==> src/rtl/vga_sync_gen.sv <==
// VGA timing generator: pixel-enable divider, h/v raster counters,
// registered active-low syncs, blanked colour and a frame-start pulse.
// Sync and colour share one pixel of latency relative to x/y.
module vga_sync_gen #(
  parameter int H_DISPLAY = 640,
  parameter int H_FRONT   = 16,
  parameter int H_SYNC    = 96,
  parameter int H_BACK    = 48,
  parameter int V_DISPLAY = 480,
  parameter int V_FRONT   = 10,
  parameter int V_SYNC    = 2,
  parameter int V_BACK    = 33
) (
  input  logic       clk,
  input  logic       rst_n,
  input  logic [2:0] rgb_in,
  output logic [9:0] x,
  output logic [9:0] y,
  output logic       video_on,
  output logic       p_tick,
  output logic       hsync,
  output logic       vsync,
  output logic [2:0] rgb_out,
  output logic       frame_start
);

  localparam int H_TOTAL = H_DISPLAY + H_FRONT + H_SYNC + H_BACK;
  localparam int V_TOTAL = V_DISPLAY + V_FRONT + V_SYNC + V_BACK;

  localparam logic [9:0] H_MAX    = 10'(H_TOTAL - 1);
  localparam logic [9:0] V_MAX    = 10'(V_TOTAL - 1);
  localparam logic [9:0] H_VIS    = 10'(H_DISPLAY);
  localparam logic [9:0] V_VIS    = 10'(V_DISPLAY);
  localparam logic [9:0] HS_FIRST = 10'(H_DISPLAY + H_FRONT);
  localparam logic [9:0] HS_LAST  = 10'(H_DISPLAY + H_FRONT + H_SYNC - 1);
  localparam logic [9:0] VS_FIRST = 10'(V_DISPLAY + V_FRONT);
  localparam logic [9:0] VS_LAST  = 10'(V_DISPLAY + V_FRONT + V_SYNC - 1);

  // Inclusive range test used for both sync windows.
  function automatic logic in_window(input logic [9:0] val,
                                     input logic [9:0] lo,
                                     input logic [9:0] hi);
    return (val >= lo) && (val <= hi);
  endfunction

  logic       tick_p0;
  logic [9:0] h_count_p0;
  logic [9:0] v_count_p0;
  logic       h_last_p0;
  logic       v_last_p0;
  logic       video_on_p0;

  logic       hsync_p1;
  logic       vsync_p1;
  logic [2:0] rgb_p1;
  logic       frame_start_p1;

  // ---- stage p0: pixel enable and raster position ----

  // Divide-by-two pixel enable; first high right after reset release.
  always_ff @(posedge clk or negedge rst_n) begin
    if (!rst_n) tick_p0 <= 1'b0;
    else        tick_p0 <= ~tick_p0;
  end

  assign h_last_p0 = (h_count_p0 == H_MAX);
  assign v_last_p0 = (v_count_p0 == V_MAX);

  // Raster counters advance once per pixel and wrap at the line/frame end.
  always_ff @(posedge clk or negedge rst_n) begin
    if (!rst_n) begin
      h_count_p0 <= '0;
      v_count_p0 <= '0;
    end else if (tick_p0) begin
      if (h_last_p0) begin
        h_count_p0 <= '0;
        v_count_p0 <= v_last_p0 ? 10'd0 : v_count_p0 + 10'd1;
      end else begin
        h_count_p0 <= h_count_p0 + 10'd1;
      end
    end
  end

  assign video_on_p0 = (h_count_p0 < H_VIS) && (v_count_p0 < V_VIS);

  // ---- stage p1: registered syncs and colour, one pixel behind x/y ----

  // Syncs and blanked colour are captured from the current pixel on each enable.
  always_ff @(posedge clk or negedge rst_n) begin
    if (!rst_n) begin
      hsync_p1 <= 1'b1;
      vsync_p1 <= 1'b1;
      rgb_p1   <= 3'b000;
    end else if (tick_p0) begin
      hsync_p1 <= ~in_window(h_count_p0, HS_FIRST, HS_LAST);
      vsync_p1 <= ~in_window(v_count_p0, VS_FIRST, VS_LAST);
      rgb_p1   <= video_on_p0 ? rgb_in : 3'b000;
    end
  end

  // Single-clk pulse on the edge where the raster wraps back to (0,0).
  always_ff @(posedge clk or negedge rst_n) begin
    if (!rst_n) frame_start_p1 <= 1'b0;
    else        frame_start_p1 <= tick_p0 && h_last_p0 && v_last_p0;
  end

  assign x           = h_count_p0;
  assign y           = v_count_p0;
  assign video_on    = video_on_p0;
  assign p_tick      = tick_p0;
  assign hsync       = hsync_p1;
  assign vsync       = vsync_p1;
  assign rgb_out     = rgb_p1;
  assign frame_start = frame_start_p1;

endmodule

==> config.mk <==
export PLATFORM = sky130hd
export DESIGN_NAME = vga_sync_gen
export DESIGN_NICKNAME = d
export VERILOG_FILES = /design/src/rtl/vga_sync_gen.sv
export SDC_FILE = /design/constraint.sdc
export NUM_CORES = 1
export LEC_CHECK = 0
export CAP_MARGIN = 15
export CELL_PAD_IN_SITES_DETAIL_PLACEMENT = 0
export CELL_PAD_IN_SITES_GLOBAL_PLACEMENT = 1
export CORE_MARGIN = 4
export CORE_UTILIZATION = 35
export CTS_BUF_LIST = sky130_fd_sc_hd__clkbuf_8
export CTS_CLUSTER_DIAMETER = 150
export DETAILED_ROUTE_END_ITERATION = 16
export PLACE_DENSITY_LB_ADDON = 0.1
export SYNTH_ARGS = -nofsm -noshare
export SYNTH_HDL_FRONTEND = slang
export SYNTH_SLANG_ARGS = --single-unit
export TNS_END_PERCENT = 50
==> constraint.sdc <==
create_clock -name clk -period 2.1 [get_ports clk]
set_clock_uncertainty 0.05 [all_clocks]
set_input_delay 0.315 -clock clk [delete_from_list [all_inputs] [get_ports clk]]
set_output_delay 0.315 -clock clk [all_outputs]
set_load 0.01 [all_outputs]
==> qor_table.md, run 1 <==
| Metric | This run |
|:---|:---|
| Max rail drop VDD | 0.269 mV |
| Port bufs | 32 |
| Total CTS buffers | 3 |
| Class of the tightest hold or removal check | in -> async |
| Insertion delay to the later sink of the worst-skew pair | 0.27 ns |
| Placer congestion estimate | 0.793 |
| Total nets after synthesis | 144 |
| Clk root buf | sky130_fd_sc_hd__clkbuf_8 |
| Largest family of logic cells by synthesized area | simple AND/OR/NAND/NOR gates |
| Via count | 1187 |
| Cell with the most instances after synthesis | sky130_fd_sc_hd__dfrtp_1 |
| Total placed cells including tap cells | 226 |
| Total detailed-routing wirelength | 3300 um |
| Antenna diodes | 0 |
| Worst-margin pin slew | 0.444 ns |
| Routed Antenna Nets | 0 |
| Share of post-route cells with drive strength above 1 | 16.8% |
| Cell area power density | 443 mW/mm2 |
| Slack of the worst reg-to-reg path | 0.04 ns |
| Number of distinct library cells after synthesis | 36 |
| WS Path Type | reg -> reg |
| Data required time of the critical path | 2.25 ns |
| Initial Util | 36.5% |
| Leakage power | 0.813 nW |
| Area occupied by multi-input gates | 623 um2 |
| Sum Neg Setup Slack | 0 ns |
| Gate family responsible for the most delay along the worst path | simple AND/OR/NAND/NOR gates |
| Area grow syn2layout | 40.6% |
| Core area | 0.00369 mm2 |
| Maximum net fanout on the critical path | 4 |
| Result of the run | complete, no violations |
| Clock tree from TritonCTS | built |
| Post-route design area | 0.00189 mm2 |
| Syn Area/Cell | 9.98 um2 |
| I/O pin total | 33 |
| Dominant cell type by area after synthesis | sky130_fd_sc_hd__dfrtp_1 |
| Per-cell routed wire length | 14.2 um |
| Share of the synthesized area in the top cell type | 46.4% |
| Via count normalized by instance count | 5.09 |
| Highest clock rate | 0.486 GHz |
| Number of warnings printed during yosys synthesis | 0 |
| Wire length of the first global-routing pass | 5740 um |
| Register area share after synthesis | 50.3% |
| Basic-gate share of the synthesized area counting and, or, nand and nor cells | 25.6% |
| Setup violations, final | 0 |
| Max-slew violation total from the final report | 0 |
| Hold buffers post-CTS | 0 |
| Sink count of the clock tree | 27 |
| FF+latch count, synth | 27 |
| Most used flip-flop cell after synthesis | sky130_fd_sc_hd__dfrtp_1 |
| Area share of fa/ha/maj cells after synthesis | 3.71% |
| Area occupied by registers | 678 um2 |
| Slowest cell on the critical path | sky130_fd_sc_hd__or4b_4 |
| Post-synth EDFFs | 0 |
| Residual DRC | 0 |
| Via count of the first global-routing pass | 1171 |
| Clock edge transition at the registers on the reported setup and hold paths | 0.09 ns |
| Initial DRC count | 63 |
| Fin crit share | 98.1% |
| Total congestion overflow after global routing | 0 |
| Worst path max stage delay | 0.56 ns |
| Max-slew headroom | 70.0% |
| Netlist Area Pre-Place | 0.00135 mm2 |
| Clock period minus final worst setup slack | 2.06 ns |
| Worst setup SP type | register |
| Die Ht | 70.1 um |
| Final count of hold timing violations | 0 |
| Mux contribution to synthesized area | 0.743% |
| Post-synthesis xor/xnor area fraction | 8.45% |
| Ordered cell list for the critical path | or4b_4 -> or4_4 -> or3_1 -> a21oi_2 |
| Overall fraction of global-route tracks in use | 14.4% |
| Area of placed instances | 0.00182 mm2 |
| Half-perimeter wire length after detailed placement | 2440 um |
| Crit. End Element | register |
| Total die area | 0.00491 mm2 |
| CP Buf/Inv Count | 0 |
| Number of antenna violations at the first check in global routing | 0 |
| Signal arrival time at the worst endpoint | 2.21 ns |
| Unrepaired setup endpoints after global routing | true |
| Dominant cells by area after synthesis | sky130_fd_sc_hd__dfrtp_1, sky130_fd_sc_hd__xnor2_1, sky130_fd_sc_hd__dfstp_2 |
| H-tree depth reported by CTS | 1 |
| Asr flop ratio synth | 100% |
| Maximum count of clock buffers along a single path | 2 |
| Post-layout nets | 195 |
| Number of non-filler instances in the completed layout | 233 |
| Pin count of the biggest net entering global routing | 28 |
| Max-cap check violation count | 0 |
| Die extent in x | 70.1 um |
| Count of mapped cells out of synthesis | 135 |
| Number of iterations in the first detailed-routing pass | 4 |
| Synthesized-area fraction occupied by ao, oa, aoi and oai cells | 7.15% |
| Cell row count | 22 |
| Leading post-synthesis cells by instance count | sky130_fd_sc_hd__dfrtp_1, sky130_fd_sc_hd__nand2_1, sky130_fd_sc_hd__nor2_1 |
| Filler cell count in the final layout | 344 |
repair_timing:
item                       4_1_cts  5_1_grt
pin swaps                        1        0
hold endpoints to repair         0        0
resized for setup                1        3
gates cloned                     0        0
setup endpoints to repair        1        3
buffers inserted                 3        0
worst paths after layout:
kind | startpoint | to | depth (start not counted)
setup / recovery | x[7] | y[4] | 4
min in group clk | hsync | hsync | 2
max in group asynchronous | rst_n | vsync | 2
hold reg to reg | hsync | hsync | 2
setup reg to reg | x[7] | y[4] | 4
hold / removal | rst_n | y[3] | 2
cell type report:
class | instances | area share [%]
sequential | 27 | 35.8
multi-input combinational | 96 | 32.9
timing repair buffer | 50 | 24.2
tap | 48 | 3.17
clock buffer | 3 | 2.18
inverter | 8 | 1.59
clock inverter | 1 | 0.198
registers in the layout, indices dropped and copies added (netlist names):
signal	count
vsync	1
hsync	1
rgb_out	3
x	10
y	10
p_tick	1
frame_start	1
per-layer routing:
layer  part of all wire, %  up-vias  GRT usage, %
met1                    49      581          21.0
met4                   1.2        0          3.83
met3                   4.7        4          3.31
met5                     0        -             0
met2                    45       27          21.4
li1                      -      575             -
cells in the final DEF, fill, tap and decap left out, drive strengths merged:
| cell type | n |
|---|---|
| xnor2 | 8 |
| and3 | 4 |
| dlymetal6s2s | 1 |
| nand2 | 13 |
| or4b | 1 |
| o21ai | 5 |
| clkbuf | 3 |
| o31ai | 1 |
| or3 | 2 |
| inv | 9 |
| dfstp | 2 |
| and4 | 1 |
| nand3b | 1 |
| nand4 | 8 |
| nor3 | 4 |
| dfrtp | 25 |
| nor2 | 12 |
| o2bb2ai | 3 |
| a21oi | 3 |
| nor4 | 3 |
| nand3 | 7 |
| clkdlybuf4s50 | 31 |
| nor4b | 2 |
| or4 | 2 |
| and2 | 1 |
| a31oi | 2 |
| mux2i | 1 |
| xor2 | 5 |
| ha | 4 |
| nand2b | 1 |
| buf | 18 |
| nor3b | 1 |
| o22ai | 1 |
per-stage QoR:
stage | setup slack [ns] | util [%] | total power, mW | hold WS [ns]
after floorplan | -0.0704 | - | 0.538 | -0.0306
after detailed placement | 0.0649 | 49.3 | 0.564 | 0.428
after global routing | -0.0130 | 51.4 | 0.880 | 0.414
final | 0.0404 | 51.4 | 0.839 | 0.363
after CTS | 0.000348 | 51.1 | 0.853 | 0.376
after global placement | 0.0731 | 49.3 | 0.564 | 0.424
power breakdown:
| part | switching, mW | internal, mW | leakage, nW |
|---|---|---|---|
| sequential | 0.00168 | 0.523 | 0.349 |
| combinational | 0.0150 | 0.0139 | 0.437 |
| clock | 0.155 | 0.131 | 0.0269 |
| total | 0.172 | 0.667 | 0.813 |
kinds of logic (layout without fill, tap and decap cells):
kind of cell / Yosys count / in the layout
flip-flops: 27 / 27
adder cells (fa/ha/maj): 4 / 4
AO/OA/AOI/OAI: 15 / 15
XOR/XNOR: 13 / 13
buffers and inverters: 12 / 62
multiplexers: 1 / 1
AND/OR/NAND/NOR: 63 / 63
(Power assumes the default switching activity.)
==> inputs of run 2 (changes only) <==
- ABC_CLOCK_PERIOD_IN_PS: default -> 2100
==> results of run 2 <==
No change in the layout: final DEF, timing and power equal those of run 1.
